<file path="src/rtl/iccm_boot_pkg.sv">
// Shared types for the ICCM boot arbiter: boot sequencing states and the
// loader write-entry record buffered ahead of the memory port.
package iccm_boot_pkg;

  localparam int ICCM_AW = 12;
  localparam int ICCM_DW = 32;

  typedef enum logic [1:0] {
    LOAD     = 2'd0,
    RELEASE  = 2'd1,
    RUN      = 2'd2,
    QUIESCE  = 2'd3
  } boot_state_e;

  typedef struct packed {
    logic [ICCM_AW-1:0] addr;
    logic [ICCM_DW-1:0] wdata;
  } wr_entry_t;

endpackage

</file>
<file path="src/rtl/iccm_wr_fifo.sv">
// Two-entry FIFO of loader write entries. Pushing into a full FIFO is only
// taken when a pop happens in the same cycle; popping an empty FIFO is ignored.
module iccm_wr_fifo
  import iccm_boot_pkg::*;
(
  input  logic      clock,
  input  logic      reset,
  input  logic      push_i,
  input  logic      pop_i,
  input  wr_entry_t din_i,
  output wr_entry_t dout_o,
  output logic      full_o,
  output logic      empty_o
);

  wr_entry_t  ent_q [2];
  wr_entry_t  ent_d [2];
  logic       rd_ptr_q, rd_ptr_d;
  logic       wr_ptr_q, wr_ptr_d;
  logic [1:0] cnt_q, cnt_d;
  logic       do_push, do_pop;

  assign full_o  = (cnt_q == 2'd2);
  assign empty_o = (cnt_q == 2'd0);
  assign dout_o  = ent_q[rd_ptr_q];
  assign do_pop  = pop_i && !empty_o;
  assign do_push = push_i && (!full_o || do_pop);

  always_comb begin
    ent_d = ent_q;
    if (do_push) ent_d[wr_ptr_q] = din_i;
    wr_ptr_d = wr_ptr_q ^ do_push;
    rd_ptr_d = rd_ptr_q ^ do_pop;
    cnt_d    = cnt_q + {1'b0, do_push} - {1'b0, do_pop};
  end

  // Storage carries no reset; occupancy is tracked by the pointers and count.
  always_ff @(posedge clock) begin
    ent_q <= ent_d;
  end

  always_ff @(posedge clock or posedge reset) begin
    if (reset) begin
      rd_ptr_q <= 1'b0;
      wr_ptr_q <= 1'b0;
      cnt_q    <= 2'd0;
    end else begin
      rd_ptr_q <= rd_ptr_d;
      wr_ptr_q <= wr_ptr_d;
      cnt_q    <= cnt_d;
    end
  end

endmodule

</file>
<file path="src/rtl/iccm_boot_arbiter.sv">
// Shares the single ICCM port between the UART boot loader and core fetch,
// and sequences core reset across image load, release delay and reprogramming.
module iccm_boot_arbiter
  import iccm_boot_pkg::*;
#(
  parameter int AW          = ICCM_AW,
  parameter int DW          = ICCM_DW,
  parameter int MAX_OUT     = 2,
  parameter int RELEASE_DLY = 16,
  parameter int CNT_W       = 16
) (
  input  logic             clock,
  input  logic             reset,
  input  logic             ldr_start_i,
  input  logic             ldr_we_i,
  input  logic [AW-1:0]    ldr_addr_i,
  input  logic [DW-1:0]    ldr_wdata_i,
  input  logic             ldr_done_i,
  input  logic             core_req_i,
  input  logic [AW-1:0]    core_addr_i,
  output logic             core_gnt_o,
  output logic             core_rvalid_o,
  output logic [DW-1:0]    core_rdata_o,
  output logic             mem_req_o,
  output logic [3:0]       mem_we_o,
  output logic [AW-1:0]    mem_addr_o,
  output logic [DW-1:0]    mem_wdata_o,
  input  logic [DW-1:0]    mem_rdata_i,
  input  logic             mem_rvalid_i,
  output logic             core_rst_o,
  output logic             boot_busy_o,
  output logic             ldr_err_o,
  output logic [CNT_W-1:0] wr_count_o
);

  localparam int OUT_W = $clog2(MAX_OUT + 1);
  localparam int DLY_W = $clog2(RELEASE_DLY + 1);

  boot_state_e      state_q, state_d;
  logic [DLY_W-1:0] dly_q, dly_d;
  logic [OUT_W-1:0] out_q, out_d;
  logic [CNT_W-1:0] cnt_q, cnt_d;
  logic             err_q, err_d;
  logic             done_pend_q, done_pend_d;

  logic             leave_load;
  logic             fifo_push, fifo_pop, fifo_full, fifo_empty;
  logic             wr_ok, wr_drop;
  wr_entry_t        push_ent, fifo_head;

  assign push_ent.addr  = ldr_addr_i;
  assign push_ent.wdata = ldr_wdata_i;

  iccm_wr_fifo u_wr_fifo (
    .clock   (clock),
    .reset   (reset),
    .push_i  (fifo_push),
    .pop_i   (fifo_pop),
    .din_i   (push_ent),
    .dout_o  (fifo_head),
    .full_o  (fifo_full),
    .empty_o (fifo_empty)
  );

  always_ff @(posedge clock or posedge reset) begin
    if (reset) begin
      state_q     <= LOAD;
      dly_q       <= '0;
      out_q       <= '0;
      cnt_q       <= '0;
      err_q       <= 1'b0;
      done_pend_q <= 1'b0;
    end else begin
      state_q     <= state_d;
      dly_q       <= dly_d;
      out_q       <= out_d;
      cnt_q       <= cnt_d;
      err_q       <= err_d;
      done_pend_q <= done_pend_d;
    end
  end

  // A start pulse in LOAD cancels a pending completion rather than racing it.
  always_comb begin
    state_d    = state_q;
    dly_d      = dly_q;
    leave_load = 1'b0;
    unique case (state_q)
      LOAD: begin
        if (done_pend_q && fifo_empty && !ldr_start_i) begin
          state_d    = RELEASE;
          dly_d      = DLY_W'(RELEASE_DLY);
          leave_load = 1'b1;
        end
      end
      RELEASE: begin
        if (ldr_start_i) begin
          state_d = LOAD;
        end else begin
          dly_d = dly_q - 1'b1;
          if (dly_q == DLY_W'(1)) state_d = RUN;
        end
      end
      RUN: begin
        if (ldr_start_i) state_d = QUIESCE;
      end
      QUIESCE: begin
        if (out_q == '0) state_d = LOAD;
      end
      default: state_d = LOAD;
    endcase
  end

  always_comb begin
    core_gnt_o    = 1'b0;
    core_rvalid_o = 1'b0;
    core_rdata_o  = '0;
    core_rst_o    = 1'b1;
    boot_busy_o   = 1'b1;
    mem_req_o     = 1'b0;
    mem_we_o      = 4'h0;
    mem_addr_o    = '0;
    mem_wdata_o   = '0;
    fifo_pop      = 1'b0;
    unique case (state_q)
      LOAD: begin
        fifo_pop = !fifo_empty;
        if (fifo_pop) begin
          mem_req_o   = 1'b1;
          mem_we_o    = 4'hF;
          mem_addr_o  = fifo_head.addr;
          mem_wdata_o = fifo_head.wdata;
        end
      end
      RUN: begin
        core_rst_o    = 1'b0;
        boot_busy_o   = 1'b0;
        core_gnt_o    = core_req_i && !ldr_start_i && (out_q < OUT_W'(MAX_OUT));
        core_rvalid_o = mem_rvalid_i;
        core_rdata_o  = mem_rvalid_i ? mem_rdata_i : '0;
        if (core_gnt_o) begin
          mem_req_o  = 1'b1;
          mem_addr_o = core_addr_i;
        end
      end
      QUIESCE: begin
        // Core stays out of reset until its last fetch has returned.
        core_rst_o    = (out_q == '0);
        core_rvalid_o = mem_rvalid_i;
        core_rdata_o  = mem_rvalid_i ? mem_rdata_i : '0;
      end
      default: ;
    endcase
  end

  always_comb begin
    wr_ok     = (state_q == LOAD) || (state_q == QUIESCE);
    fifo_push = ldr_we_i && wr_ok && (!fifo_full || fifo_pop);
    wr_drop   = ldr_we_i && !fifo_push;

    err_d = (ldr_start_i ? 1'b0 : err_q) | wr_drop;

    cnt_d = ldr_start_i ? '0 : cnt_q;
    if (fifo_pop && (cnt_d != '1)) cnt_d = cnt_d + 1'b1;

    done_pend_d = (ldr_start_i ? 1'b0 : done_pend_q) | ldr_done_i;
    if (leave_load) done_pend_d = 1'b0;

    out_d = out_q;
    if (core_gnt_o) out_d = out_d + OUT_W'(1);
    if (mem_rvalid_i && (out_q != '0)) out_d = out_d - OUT_W'(1);
  end

  assign ldr_err_o  = err_q;
  assign wr_count_o = cnt_q;

endmodule
</file>
<file path="config.mk">
export PLATFORM = sky130hd
export DESIGN_NAME = iccm_boot_arbiter
export DESIGN_NICKNAME = d
export VERILOG_FILES = /design/src/rtl/iccm_boot_pkg.sv /design/src/rtl/iccm_wr_fifo.sv /design/src/rtl/iccm_boot_arbiter.sv
export SDC_FILE = /design/constraint.sdc
export NUM_CORES = 1
export LEC_CHECK = 0
export ABC_AREA = 1
export BUFFER_PORTS_ARGS = -buffer_cell sky130_fd_sc_hd__buf_2
export CAP_MARGIN = 20
export CORE_ASPECT_RATIO = 0.9
export CORE_MARGIN = 8
export CORE_UTILIZATION = 45
export CTS_BUF_LIST = sky130_fd_sc_hd__clkbuf_8 sky130_fd_sc_hd__clkbuf_16
export CTS_CLUSTER_DIAMETER = 120
export CTS_CLUSTER_SIZE = 24
export DETAILED_ROUTE_END_ITERATION = 10
export GPL_TIMING_DRIVEN = 0
export PLACE_DENSITY_LB_ADDON = 0.25
export SLEW_MARGIN = 25
export SYNTH_ARGS = -nofsm -noshare
export SYNTH_HDL_FRONTEND = slang
export SYNTH_SLANG_ARGS = --single-unit
</file>
<file path="constraint.sdc">
create_clock -name clock -period 4.42 [get_ports clock]
set_input_delay 1.105 -clock clock [delete_from_list [all_inputs] [get_ports clock]]
set_output_delay 1.105 -clock clock [all_outputs]
set_load 0.03 [all_outputs]
</file>
==> flow_summary.json <==
{
  "die_x_um": 137,
  "postCtsSetupBuffers": 0,
  "path_max_fanout": 10,
  "required_ns": 3.31,
  "synthesis.nets": 781,
  "cp.depth": 9,
  "first_global_vias": 4707,
  "synthSimpleGateAreaFrac": 0.258,
  "via_per_inst": 4.55,
  "synthAdderAreaFrac": 0.0211,
  "slowest_delay_ns": 0.47,
  "max_freq_mhz": 266,
  "drive_above_1_share": 0.282,
  "setup_viol": 0,
  "vias": 4877,
  "synth_xor_area_frac": 0.0221,
  "path_buf_inv": 6,
  "reg2reg_depth": 9,
  "crit_family": "buffers and inverters",
  "cts_tree": "yes",
  "syn_area_per_cell_um2": 8.79,
  "root_buffer": "clkbuf_16",
  "io_pins": 197,
  "maxCapViolations": 0,
  "drtIter0Drc": 349,
  "cp-end-kind": "output pin",
  "syn_area_um2": 5940,
  "cts_max_level": 4,
  "tns_ns": 0,
  "avgRoutedWirePerCell_um": 13.6,
  "antenna_found_initial": 1,
  "wl_um": 14500,
  "ant_nets": 0,
  "hold_violations": 0,
  "grt_overflow_total": 0,
  "nets": 996,
  "grt_first_pass_wirelength_um": 23200,
  "cellLeakagePower_nw": 3.97,
  "grt_max_degree": 45,
  "wl_met2_um": 7180,
  "diodes": 0,
  "rows": 40,
  "period_needed_ns": 3.76,
  "max_slew_margin": 0.528,
  "clock_skew_ns": 0.00818,
  "cellPowerDensity_nw_per_um2": 701,
  "worstSetupPathType": "reg -> out",
  "synth_compound_area_frac": 0.0259,
  "cp_slowest_cell": "buf_1",
  "synth_flop_cell": "edfxtp_1",
  "postSynthCellCount": 676,
  "dr.pass1.iters": 5,
  "synth_seq_cells": 119,
  "ys_types": 30,
  "fin_util": 0.590,
  "fill_cells": 1190,
  "clkTransAtPathRegs_ns": 0.06,
  "routabilityCongestion": 0.853,
  "cts_buffers": 17,
  "synthMuxAreaShare": 0.0202,
  "cts_resized": 0,
  "clock_tree.buffer_depth": 2,
  "worstHoldPathType": "reg -> reg",
  "hpwl_um": 10800,
  "ctsHoldBuffers": 0,
  "synth-seq-area-share": 0.575,
  "fin_ws_ns": 0.659,
  "top_layer": "met5",
  "remaining_drc_errors": 0,
  "dieArea_um2": 17100,
  "fp.dieH_um": 125,
  "arrival_ns": 2.66,
  "core_um2": 13100,
  "synth_top_family_by_area": "simple AND/OR/NAND/NOR gates",
  "cts.sinks": 119,
  "wl_met3_um": 1010,
  "maxSlewViolCount": 0,
  "rsz0062_at_grt": "no",
  "tightest_slew_ns": 0.706,
  "start_util": 0.453,
  "irDropWorstVdd_v": 0.000573,
  "timing.final.crit_share": 0.851,
  "dp_worst_setup_slack_ns": 0.648,
  "synth_edf_count": 88,
  "status": "finished, final reports clean",
  "cp_common_cell": "inv_1",
  "start_kind": "flop",
  "area_growth_pct": 30.2,
  "wl_met1_um": 6280,
  "grt_usage": 0.170,
  "synth_warnings": 0,
  "io_buffers": 195,
  "async_flop_share": 0.261,
  "path_cells": "inv_1 > ha_1 > inv_1 > nor2_1 > buf_1 > clkbuf_1 > nand2_1 > inv_1 > buf_2",
  "min_path_cells": 1,
  "clk_latency_ns": 0.40
}
per-stage QoR:
| stage | std cells | cell area [um^2] | power, mW | hold slack (ns) |
|---|---|---|---|---|
| after detailed placement | 1040 | 7170 | 4.17 | 0.497 |
| after CTS | 1072 | 7740 | 5.49 | 0.510 |
| after global routing | 1072 | 7740 | 5.77 | 0.575 |
| after global placement | 1039 | 7130 | 4.12 | 0.492 |
| after floorplan | 676 | 5940 | 3.41 | 0.491 |
| final | 1072 | 7740 | 5.43 | 0.510 |
cell usage after synthesis (4+ instances only):
cell type,count,area (um^2)
nand4_1,8,50.1
nor2_1,74,278
nand3_1,14,70.1
xor2_1,10,87.6
nand2_1,274,1030
xnor2_1,5,43.8
inv_1,79,297
ha_1,10,125
o21ai_0,19,95.1
buf_2,4,20.0
edfxtp_1,88,2640
mux2i_1,12,120
buf_4,4,30.0
dfrtp_1,31,776
clkbuf_1,16,60.1
layer usage:
layer,up-vias,track usage
li1,2559,-
met1,2172,0.204
met2,134,0.288
met3,10,0.0552
met4,2,0.0370
met5,-,0
kinds of logic after synthesis:
logic type                 count (synthesis)
muxes                                     12
buffers and inverters                    111
adders and majority gates                 10
and+or+nand+nor                          383
DFF                                      119
AOI/OAI and AO/OA                         26
xor gates and xnor gates                  15
flip-flops by register name (all words and copies together) (netlist names), named ones only:
name / cells
u_wr_fifo.ent_q: 88
wr_count_o: 16
dly_q: 5
out_q: 2
u_wr_fifo.cnt_q: 2
done_pend_q: 1
ldr_err_o: 1
state_q: 1
u_wr_fifo.rd_ptr_q: 1
u_wr_fifo.wr_ptr_q: 1
cells in the final DEF, fill, tap and decap left out, types with 5 or more instances in the layout:
cell / n
nand2_1: 274
buf_2: 199
edfxtp_1: 88
inv_1: 79
nor2_1: 73
dfrtp_1: 31
o21ai_0: 19
clkbuf_16: 17
clkbuf_1: 16
nand3_1: 14
mux2i_1: 12
xor2_1: 10
ha_1: 9
nand4_1: 8
xnor2_1: 5
inv_6: 5
final timing paths:
check,to,start,slack [ns]
max reg2reg,u_wr_fifo.cnt_q[1],state_q[0],1.90
min reg2reg,ldr_err_o,ldr_err_o,0.51
max,mem_wdata_o[20],state_q[0],0.66
max in group asynchronous,wr_count_o[8],reset,3.18
min in group asynchronous,wr_count_o[0],reset,0.79
min,ldr_err_o,ldr_err_o,0.51
worst register-to-register path, stage by stage, from the launching register on:
cell and delay [ns]:
dfrtp_1 0.42, inv_1 0.13, ha_1 0.18, inv_1 0.09, nor2_1 0.15, buf_1 0.47, buf_2 0.41, ha_1 0.32
nor2_1 0.13, xor2_1 0.15
final cells by class:
type                            count  area (um^2)  share of cell area
Clock inverter                     15          144              0.0186
Inverter                           82          308              0.0398
Tap cell                          168          210              0.0272
Timing Repair Buffer              196          996               0.129
Buffer                             29          151              0.0196
Multi-Input combinational cell    446         2080               0.269
Sequential cell                   119         3420               0.442
Clock buffer                       17          425              0.0550
report_power, final:
group | leakage [nW] | total [mW] | internal [mW] | switching (mW)
registers | 1.21 | 1.60 | 1.51 | 0.0805
logic | 2.48 | 2.52 | 0.719 | 1.80
clock network | 0.278 | 1.31 | 0.785 | 0.522
(Power assumes the default switching activity.)
